## config.mk

```make
export PLATFORM = sky130hd
export DESIGN_NAME = multi_pwm_led
export DESIGN_NICKNAME = d
export VERILOG_FILES = /design/src/rtl/pwm_led_pkg.sv /design/src/rtl/pwm_led_channel.sv /design/src/rtl/multi_pwm_led.sv
export SDC_FILE = /design/constraint.sdc
export NUM_CORES = 2
export LEC_CHECK = 0
export CAP_MARGIN = 20
export CORE_MARGIN = 2
export CORE_UTILIZATION = 45
export DETAILED_ROUTE_END_ITERATION = 16
export GPL_ROUTABILITY_DRIVEN = 1
export PLACE_DENSITY = 0.61
export SLEW_MARGIN = 20
export SYNTH_ARGS = -nofsm -noshare
export SYNTH_HDL_FRONTEND = slang
export SYNTH_HIERARCHICAL = 1
export SYNTH_SLANG_ARGS = --single-unit
```

## constraint.sdc

```tcl
create_clock -name pclk -period 12.09 [get_ports pclk]
set_input_delay 1.8135 -clock pclk [delete_from_list [all_inputs] [get_ports pclk]]
set_output_delay 1.8135 -clock pclk [all_outputs]
set_load 0.02 [all_outputs]
```

## src/rtl/pwm_led_pkg.sv

```systemverilog
// Shared register map, CTRL bit positions, CH field ranges and duty width for the LED PWM block.
// Latency: n/a (constants and types only).
// Backpressure: n/a.
package pwm_led_pkg;

  localparam int DUTY_W      = 8;
  localparam int BLINK_DIV_W = 16;

  // Byte offsets of the register map
  localparam logic [7:0] ADDR_CTRL    = 8'h00;
  localparam logic [7:0] ADDR_PERIOD  = 8'h04;
  localparam logic [7:0] ADDR_BLINK   = 8'h08;
  localparam logic [7:0] ADDR_STATUS  = 8'h0C;
  localparam logic [7:0] ADDR_CH_BASE = 8'h40;

  // Word indices (byte address bits [7:2])
  localparam logic [5:0] WORD_CTRL    = ADDR_CTRL[7:2];
  localparam logic [5:0] WORD_PERIOD  = ADDR_PERIOD[7:2];
  localparam logic [5:0] WORD_BLINK   = ADDR_BLINK[7:2];
  localparam logic [5:0] WORD_STATUS  = ADDR_STATUS[7:2];
  localparam logic [5:0] WORD_CH_BASE = ADDR_CH_BASE[7:2];

  // CTRL bit positions
  localparam int CTRL_EN_BIT      = 0;
  localparam int CTRL_BLINK_BIT   = 1;
  localparam int CTRL_BREATHE_BIT = 2;

  // CH_i field ranges
  localparam int CH_DUTY_A_LSB = 0;
  localparam int CH_DUTY_A_MSB = 7;
  localparam int CH_DUTY_B_LSB = 8;
  localparam int CH_DUTY_B_MSB = 15;

  typedef enum logic {
    ST_A = 1'b0,
    ST_B = 1'b1
  } blink_state_t;

endpackage

```

## src/rtl/pwm_led_channel.sv

```systemverilog
// One PWM channel: brightness-scaled duty, period threshold and counter compare.
// Latency: combinational; the top registers the result.
// Backpressure: none.
module pwm_led_channel
  import pwm_led_pkg::*;
#(
  parameter int CNT_W = 32
) (
  input  logic [DUTY_W-1:0] duty_a,
  input  logic [DUTY_W-1:0] duty_b,
  input  logic              sel_b,
  input  logic [DUTY_W-1:0] bright,
  input  logic [CNT_W-1:0]  period,
  input  logic [CNT_W-1:0]  cnt,
  output logic              hit
);

  logic [DUTY_W-1:0]       duty;
  logic [2*DUTY_W-1:0]     scaled;
  logic [DUTY_W-1:0]       duty_eff;
  logic [CNT_W+DUTY_W-1:0] thr_full;
  logic [CNT_W-1:0]        thr;
  logic                    unused_lsbs;

  // Scale duty by brightness, widen before multiplying by PERIOD so no bits are lost before the >>8.
  always_comb begin
    duty     = sel_b ? duty_b : duty_a;
    scaled   = (2*DUTY_W)'(duty) * ((2*DUTY_W)'(bright) + (2*DUTY_W)'(1));
    duty_eff = scaled[2*DUTY_W-1:DUTY_W];
    thr_full = (CNT_W+DUTY_W)'(duty_eff) * (CNT_W+DUTY_W)'(period);
    thr      = thr_full[CNT_W+DUTY_W-1:DUTY_W];
    hit      = (cnt < thr);
    // Full scale must be solid on and zero must be solid off regardless of rounding
    if (duty_eff == '1) begin
      hit = 1'b1;
    end else if (duty_eff == '0) begin
      hit = 1'b0;
    end
  end

  assign unused_lsbs = ^{scaled[DUTY_W-1:0], thr_full[DUTY_W-1:0]};

endmodule

```

## src/rtl/multi_pwm_led.sv

```systemverilog
// Multi-channel LED PWM with register bus, period-aligned shadow registers, blink and optional breathing (MULTI_PWM_LED_BREATHE_EN).
// Latency: bus_read_data one cycle after bus_read_en; pwm_out one cycle behind the period counter.
// Backpressure: none; bus strobes are accepted every cycle and never stalled.
module multi_pwm_led
  import pwm_led_pkg::*;
#(
  parameter int NUM_CH         = 3,
  parameter int CNT_W          = 32,
  parameter int DEFAULT_PERIOD = 1000000
) (
  input  logic              pclk,
  input  logic              nreset,
  input  logic              bus_write_en,
  input  logic              bus_read_en,
  input  logic [7:0]        bus_addr,
  input  logic [31:0]       bus_write_data,
  output logic [31:0]       bus_read_data,
  output logic [NUM_CH-1:0] pwm_out,
  output logic              period_tick
);

  localparam logic [CNT_W-1:0]       PERIOD_RST = CNT_W'(DEFAULT_PERIOD);
  localparam logic [CNT_W-1:0]       PERIOD_MIN = CNT_W'(2);
  localparam logic [CNT_W-1:0]       CNT_ONE    = CNT_W'(1);
  localparam logic [BLINK_DIV_W-1:0] BLINK_ONE  = BLINK_DIV_W'(1);

  logic [5:0]             word;
  logic [2:0]             ch_idx;
  logic                   ch_hit;
  logic                   wr_ctrl, wr_period, wr_blink, wr_ch;
  logic [CNT_W-1:0]       wr_period_val;
  logic                   ctrl_en, ctrl_blink, breathe_bit;
  logic                   en_nxt, start, wrap, commit;
  logic [CNT_W-1:0]       cnt, period_pend, period_act;
  logic [BLINK_DIV_W-1:0] blink_pend, blink_act, blink_cnt, blink_lim;
  logic [DUTY_W-1:0]      duty_a_pend [NUM_CH];
  logic [DUTY_W-1:0]      duty_b_pend [NUM_CH];
  logic [DUTY_W-1:0]      duty_a_act  [NUM_CH];
  logic [DUTY_W-1:0]      duty_b_act  [NUM_CH];
  blink_state_t           state;
  logic [DUTY_W-1:0]      bright;
  logic [NUM_CH-1:0]      cmp;
  logic [31:0]            rd_val;
  logic                   unused_bits;

  assign word          = bus_addr[7:2];
  assign ch_idx        = word[2:0];
  assign ch_hit        = (word[5:3] == WORD_CH_BASE[5:3]) && (int'(ch_idx) < NUM_CH);
  assign wr_ctrl       = bus_write_en && (word == WORD_CTRL);
  assign wr_period     = bus_write_en && (word == WORD_PERIOD);
  assign wr_blink      = bus_write_en && (word == WORD_BLINK);
  assign wr_ch         = bus_write_en && ch_hit;
  assign wr_period_val = bus_write_data[CNT_W-1:0];
  assign unused_bits   = ^{bus_addr[1:0], bus_write_data};

  // Enable as it will be after this cycle; lets a disable gate pwm_out on the very next edge
  assign en_nxt      = wr_ctrl ? bus_write_data[CTRL_EN_BIT] : ctrl_en;
  assign start       = wr_ctrl && bus_write_data[CTRL_EN_BIT] && !ctrl_en;
  assign wrap        = ctrl_en && (cnt == period_act - CNT_ONE);
  assign commit      = wrap || start;
  assign period_tick = wrap;
  assign blink_lim   = (blink_act == '0) ? BLINK_ONE : blink_act;

  // CTRL enable and blink bits
  always_ff @(posedge pclk or negedge nreset) begin
    if (!nreset) begin
      ctrl_en    <= 1'b0;
      ctrl_blink <= 1'b0;
    end else if (wr_ctrl) begin
      ctrl_en    <= bus_write_data[CTRL_EN_BIT];
      ctrl_blink <= bus_write_data[CTRL_BLINK_BIT];
    end
  end

  // Period counter: held at 0 while disabled, so enabling always starts a fresh period
  always_ff @(posedge pclk or negedge nreset) begin
    if (!nreset) begin
      cnt <= '0;
    end else if (!ctrl_en || !en_nxt || wrap) begin
      cnt <= '0;
    end else begin
      cnt <= cnt + CNT_ONE;
    end
  end

  // Pending copies take bus writes; active copies load only at a period boundary or on enable
  always_ff @(posedge pclk or negedge nreset) begin
    if (!nreset) begin
      period_pend <= PERIOD_RST;
      period_act  <= PERIOD_RST;
      blink_pend  <= '0;
      blink_act   <= '0;
      for (int i = 0; i < NUM_CH; i++) begin
        duty_a_pend[i] <= '0;
        duty_b_pend[i] <= '0;
        duty_a_act[i]  <= '0;
        duty_b_act[i]  <= '0;
      end
    end else begin
      if (wr_period) begin
        period_pend <= (wr_period_val < PERIOD_MIN) ? PERIOD_MIN : wr_period_val;
      end
      if (wr_blink) begin
        blink_pend <= bus_write_data[BLINK_DIV_W-1:0];
      end
      for (int i = 0; i < NUM_CH; i++) begin
        if (wr_ch && (int'(ch_idx) == i)) begin
          duty_a_pend[i] <= bus_write_data[CH_DUTY_A_MSB:CH_DUTY_A_LSB];
          duty_b_pend[i] <= bus_write_data[CH_DUTY_B_MSB:CH_DUTY_B_LSB];
        end
      end
      if (commit) begin
        period_act <= period_pend;
        blink_act  <= blink_pend;
        for (int i = 0; i < NUM_CH; i++) begin
          duty_a_act[i] <= duty_a_pend[i];
          duty_b_act[i] <= duty_b_pend[i];
        end
      end
    end
  end

  // Blink: toggle A/B after BLINK_DIV completed periods; parked at A with count 0 when off
  always_ff @(posedge pclk or negedge nreset) begin
    if (!nreset) begin
      state     <= ST_A;
      blink_cnt <= '0;
    end else if (!ctrl_blink) begin
      state     <= ST_A;
      blink_cnt <= '0;
    end else if (wrap) begin
      if (blink_cnt + BLINK_ONE >= blink_lim) begin
        state     <= (state == ST_A) ? ST_B : ST_A;
        blink_cnt <= '0;
      end else begin
        blink_cnt <= blink_cnt + BLINK_ONE;
      end
    end
  end

`ifdef MULTI_PWM_LED_BREATHE_EN
  logic              ctrl_breathe;
  logic [DUTY_W-1:0] bright_r;
  logic              dir_down;

  // CTRL breathe bit
  always_ff @(posedge pclk or negedge nreset) begin
    if (!nreset) begin
      ctrl_breathe <= 1'b0;
    end else if (wr_ctrl) begin
      ctrl_breathe <= bus_write_data[CTRL_BREATHE_BIT];
    end
  end

  // Triangle envelope, one step per period, turning around at 0 and 255 without dwelling
  always_ff @(posedge pclk or negedge nreset) begin
    if (!nreset) begin
      bright_r <= '1;
      dir_down <= 1'b1;
    end else if (!ctrl_breathe) begin
      bright_r <= '1;
      dir_down <= 1'b1;
    end else if (wrap) begin
      if (dir_down) begin
        if (bright_r == '0) begin
          bright_r <= DUTY_W'(1);
          dir_down <= 1'b0;
        end else begin
          bright_r <= bright_r - DUTY_W'(1);
        end
      end else begin
        if (bright_r == '1) begin
          bright_r <= bright_r - DUTY_W'(1);
          dir_down <= 1'b1;
        end else begin
          bright_r <= bright_r + DUTY_W'(1);
        end
      end
    end
  end

  assign bright      = bright_r;
  assign breathe_bit = ctrl_breathe;
`else
  assign bright      = '1;
  assign breathe_bit = 1'b0;
`endif

  for (genvar i = 0; i < NUM_CH; i++) begin : g_ch
    pwm_led_channel #(
      .CNT_W (CNT_W)
    ) u_ch (
      .duty_a (duty_a_act[i]),
      .duty_b (duty_b_act[i]),
      .sel_b  (state == ST_B),
      .bright (bright),
      .period (period_act),
      .cnt    (cnt),
      .hit    (cmp[i])
    );
  end

  // Output register: one cycle behind the counter, forced low whenever disabled or being disabled
  always_ff @(posedge pclk or negedge nreset) begin
    if (!nreset) begin
      pwm_out <= '0;
    end else if (ctrl_en && en_nxt) begin
      pwm_out <= cmp;
    end else begin
      pwm_out <= '0;
    end
  end

  // Read mux over current values, so a same-cycle write is not visible yet
  always_comb begin
    rd_val = '0;
    case (word)
      WORD_CTRL: begin
        rd_val[CTRL_EN_BIT]      = ctrl_en;
        rd_val[CTRL_BLINK_BIT]   = ctrl_blink;
        rd_val[CTRL_BREATHE_BIT] = breathe_bit;
      end
      WORD_PERIOD: rd_val = 32'(period_pend);
      WORD_BLINK:  rd_val[BLINK_DIV_W-1:0] = blink_pend;
      WORD_STATUS: begin
        rd_val[0]    = (state == ST_B);
        rd_val[15:8] = bright;
      end
      default: begin
        for (int i = 0; i < NUM_CH; i++) begin
          if (ch_hit && (int'(ch_idx) == i)) begin
            rd_val[CH_DUTY_A_MSB:CH_DUTY_A_LSB] = duty_a_pend[i];
            rd_val[CH_DUTY_B_MSB:CH_DUTY_B_LSB] = duty_b_pend[i];
          end
        end
      end
    endcase
  end

  // Registered read data, holds between reads
  always_ff @(posedge pclk or negedge nreset) begin
    if (!nreset) begin
      bus_read_data <= '0;
    end else if (bus_read_en) begin
      bus_read_data <= rd_val;
    end
  end

endmodule

```

==> metrics.md <==
| Metric | Value |
|---|---|
| Overflow after GRT | `0` |
| Placer Congestion | `between 0.8 and 0.9` |
| Syn Area/Cell | `between 9 and 10 um2` |
| Synth area leader | `fa_1` |
| EDFF count, synth | `0` |
| Pwr dens | `139 nW/um2` |
| Setup ws final | `approximately 0.92 ns` |
| Max Cap Viol | `0` |
| Clk buf depth | `3` |
| CP peak stage delay | `approximately 0.63 ns` |
| CTS resizes | `0` |
| Iteration count of the initial detailed-routing pass | `5` |
| Die Height | `around 320 um` |
| Hold Path End | `duty_a_act[23]` |
| Async S/R FF share, synth | `1.00` |
| Commonest non-fill, non-tap cell in the layout | `inv_1` |
| Post-Route Skew | `about 0.028 ns` |
| Area grow syn2layout | `8.56%` |
| Hold Path Depth | `1` |
| GRT Total Usage | `0.236` |
| Status | `finished clean` |
| Htree depth | `1` |
| FP Rows | `116` |
| Antenna Nets Post-Route | `0` |
| Via count | `around 35,000` |
| CP Max Fanout | `24` |
| Largest net degree at the start of global routing | `a little under 80` |
| Port buffer count | `77` |
| Tot Pwr | `just under 7000 uW` |
| Post-synthesis sequential area ratio | `0.153` |
| Max-slew violations | `0` |
| Hold_buf cts | `0` |
| CTS buffer count | `29` |
| Core ar. | `100,000 um2` |
| Worst setup SP type | `flip-flop` |
| CTS clk-pin slew, worst paths | `0.06 ns` |
| Mapped Area | `between 40,000 and 50,000 um2` |
| R2R depth | `36` |
| Max transition margin | `0.286` |
| Die Footprint | `between 100,000 and 150,000 um2` |
| Most common flop cell mapped by yosys | `dfrtp_1` |
| Period utilization | `0.924` |
| CP arrival | `~12 ns` |
| P_leak | `~0.025 uW` |
| Yosys warns | `6` |
| Clock Latency Late Sink | `0.60 ns` |
| Top-area cell type share of the netlist area | `0.288` |
| Fin crit period | `11.17 ns` |
| Drt wl/cell | `~19 um` |
| Initial Util | `0.455` |
| Worst reg2reg startpoint | `state` |
| First-pass GRT wire length | `slightly below 200,000 um` |
| Clk sinks | `around 280` |
| Nets@finish | `6,107` |
| Setup TNS | `0 ns` |
| Final Hold Viols | `0` |
| Critical Path RT | `roughly 13 ns` |
| Util after Layout | `0.494` |
| FF-to-FF End | `pwm_out[2]` |
| Internal reg-to-reg setup slack | `a little over 0.9 ns` |
| Share of post-route cells with drive strength above 1 | `0.0896` |
| Final wirelength | `119,000 um` |
| Crit path max-delay cell type | `or4b_2` |
| Syn Inst Count | `about 4,900` |
| Vias in the first global route | `36,100` |
| Vias per cell | `approximately 5.4` |
| Pre-CTS setup slack | `0.943 ns` |
| Synth Register Bits | `between 200 and 300` |
| HP Class | `reg -> reg` |
| DRC | `0` |
| Peak Freq | `89.5 MHz` |
| CTS tree | `done` |
| Hold Crit Start | `duty_a_act[23]` |
| Drt initial violations | `1,816` |
| Initial antenna violation count | `4` |
| Largest cells by area after synthesis | `fa_1, dfrtp_1, ha_1, and2_1, inv_1` |
| HPWL after DPL | `just over 90,000 um` |
| Max IR drop VDD | `0.192 mV` |
| Most frequent cells in the layout | `inv_1, fa_1, and2_1` |
| Die width | `323 um` |
| Top cell by count, worst path | `fa_1` |
| Root buffer cell | `clkbuf_16` |
| Worst setup EP type | `flip-flop` |
| Worst-margin pin slew | `1.04 ns` |
| Synth cell types | `between 100 and 150` |
| Top Ports | `80` |
| Post-CTS Setup Bufs | `0` |
| Final setup vio count | `0` |
| WS Path Type | `reg -> reg` |
| RSZ-0062 raised after global routing | `false` |
[flip-flops by register name, summed over array words and instances (netlist names)]
signal / flops
pwm_out: 3
blink_pend: 16
bus_read_data: 32
blink_act: 16
duty_a_pend: 24
duty_b_pend: 24
period_pend: 32
duty_a_act: 24
state: 1
cnt: 32
ctrl_en: 1
period_act: 32
ctrl_blink: 1
duty_b_act: 24
blink_cnt: 16
[through the flow]
| stage | hold slack [ns] | instance area [um2] | instances |
|---|---|---|---|
| final | 0.505 | 49600 | 6405 |
| after global routing | 0.515 | 49600 | 6404 |
| after CTS | 0.507 | 49600 | 6403 |
| after detailed placement | 0.494 | 48600 | 6349 |
| after global placement | 0.487 | 48600 | 6349 |
| after floorplan | 0.464 | 46000 | 4984 |
[synth_stat cells (8+ instances only)]
library cell  count
a31oi_1          19
and2_1          545
mux2_2          151
nand2_1         395
nand2b_1         20
dfrtp_1         264
or2_2            38
nor2_1          291
nor4_1           28
nor3_1           86
a21oi_1         160
ha_1            382
o21ai_0         122
o21bai_1         19
o211ai_1         10
nand3_1          72
or3_1            17
mux2i_1          56
inv_1           723
buf_2            17
xnor2_1         130
buf_6             9
nand3b_1          8
o31ai_1          15
dfstp_2          14
nand4_1          56
o21a_1           20
a22oi_1           8
and3_1           39
clkbuf_1        125
a211o_1           8
a211oi_1         14
nor2b_1          38
fa_1            657
a21o_1           79
mux2_4           39
xor2_1           81
[layout make-up]
type	count	area [um2]
Fill cell	9579	50800
Multi-Input combinational cell	3824	35800
Sequential cell	278	6980
Inverter	723	2710
Tap cell	1357	1700
Timing Repair Buffer	168	1470
Clock buffer	45	916
Clock inverter	9	77.6
Antenna cell	1	2.50
[kinds of logic after synthesis]
logic type               Yosys count  share of synthesized area
XOR/XNOR                         211                     0.0404
multiplexers                     250                     0.0640
AO/OA/AOI/OAI                    574                     0.0833
buffers and inverters            882                     0.0744
adder cells (fa/ha/maj)         1039                      0.392
AND/OR/NAND/NOR                 1683                      0.193
flip-flops                       278                      0.153
other                              1                  0.0000820
[worst max-delay path, delay by kind of cell (launching register included)]
family	cells	cell delay, ns
AOI/OAI and AO/OA	8	2.30
and+or+nand+nor	12	2.53
DFF	1	0.62
buffers and inverters	3	0.36
xor gates and xnor gates	1	0.16
adders and majority gates	11	4.58
muxes	1	0.50
[report_power, final]
group	internal, uW	total (uW)	switching (uW)	leakage (uW)
combinational	1710	4710	3000	0.0210
clock	525	926	401	0.000494
sequential	1080	1280	200	0.00372
[per-layer routing]
metal | track usage | routed length (um) | vias up
met5 | 0 | 0 | -
met4 | 0.0475 | 2410 | 0
met3 | 0.0228 | 6150 | 144
met2 | 0.398 | 57100 | 812
met1 | 0.330 | 53800 | 17800
li1 | - | - | 16100
[how the worst max path moves through the flow]
stage / from / end / slack (ns) / depth (start not counted)
global placement: state / pwm_out[2] / 1.02 / 36
finish: state / pwm_out[2] / 0.92 / 36
floorplan: state / pwm_out[2] / 2.09 / 39
detailed placement: state / pwm_out[2] / 0.94 / 36
CTS: state / pwm_out[2] / 0.88 / 36
global route: state / pwm_out[2] / 0.27 / 38
Note: power is estimated with default switching activity, not from simulation.
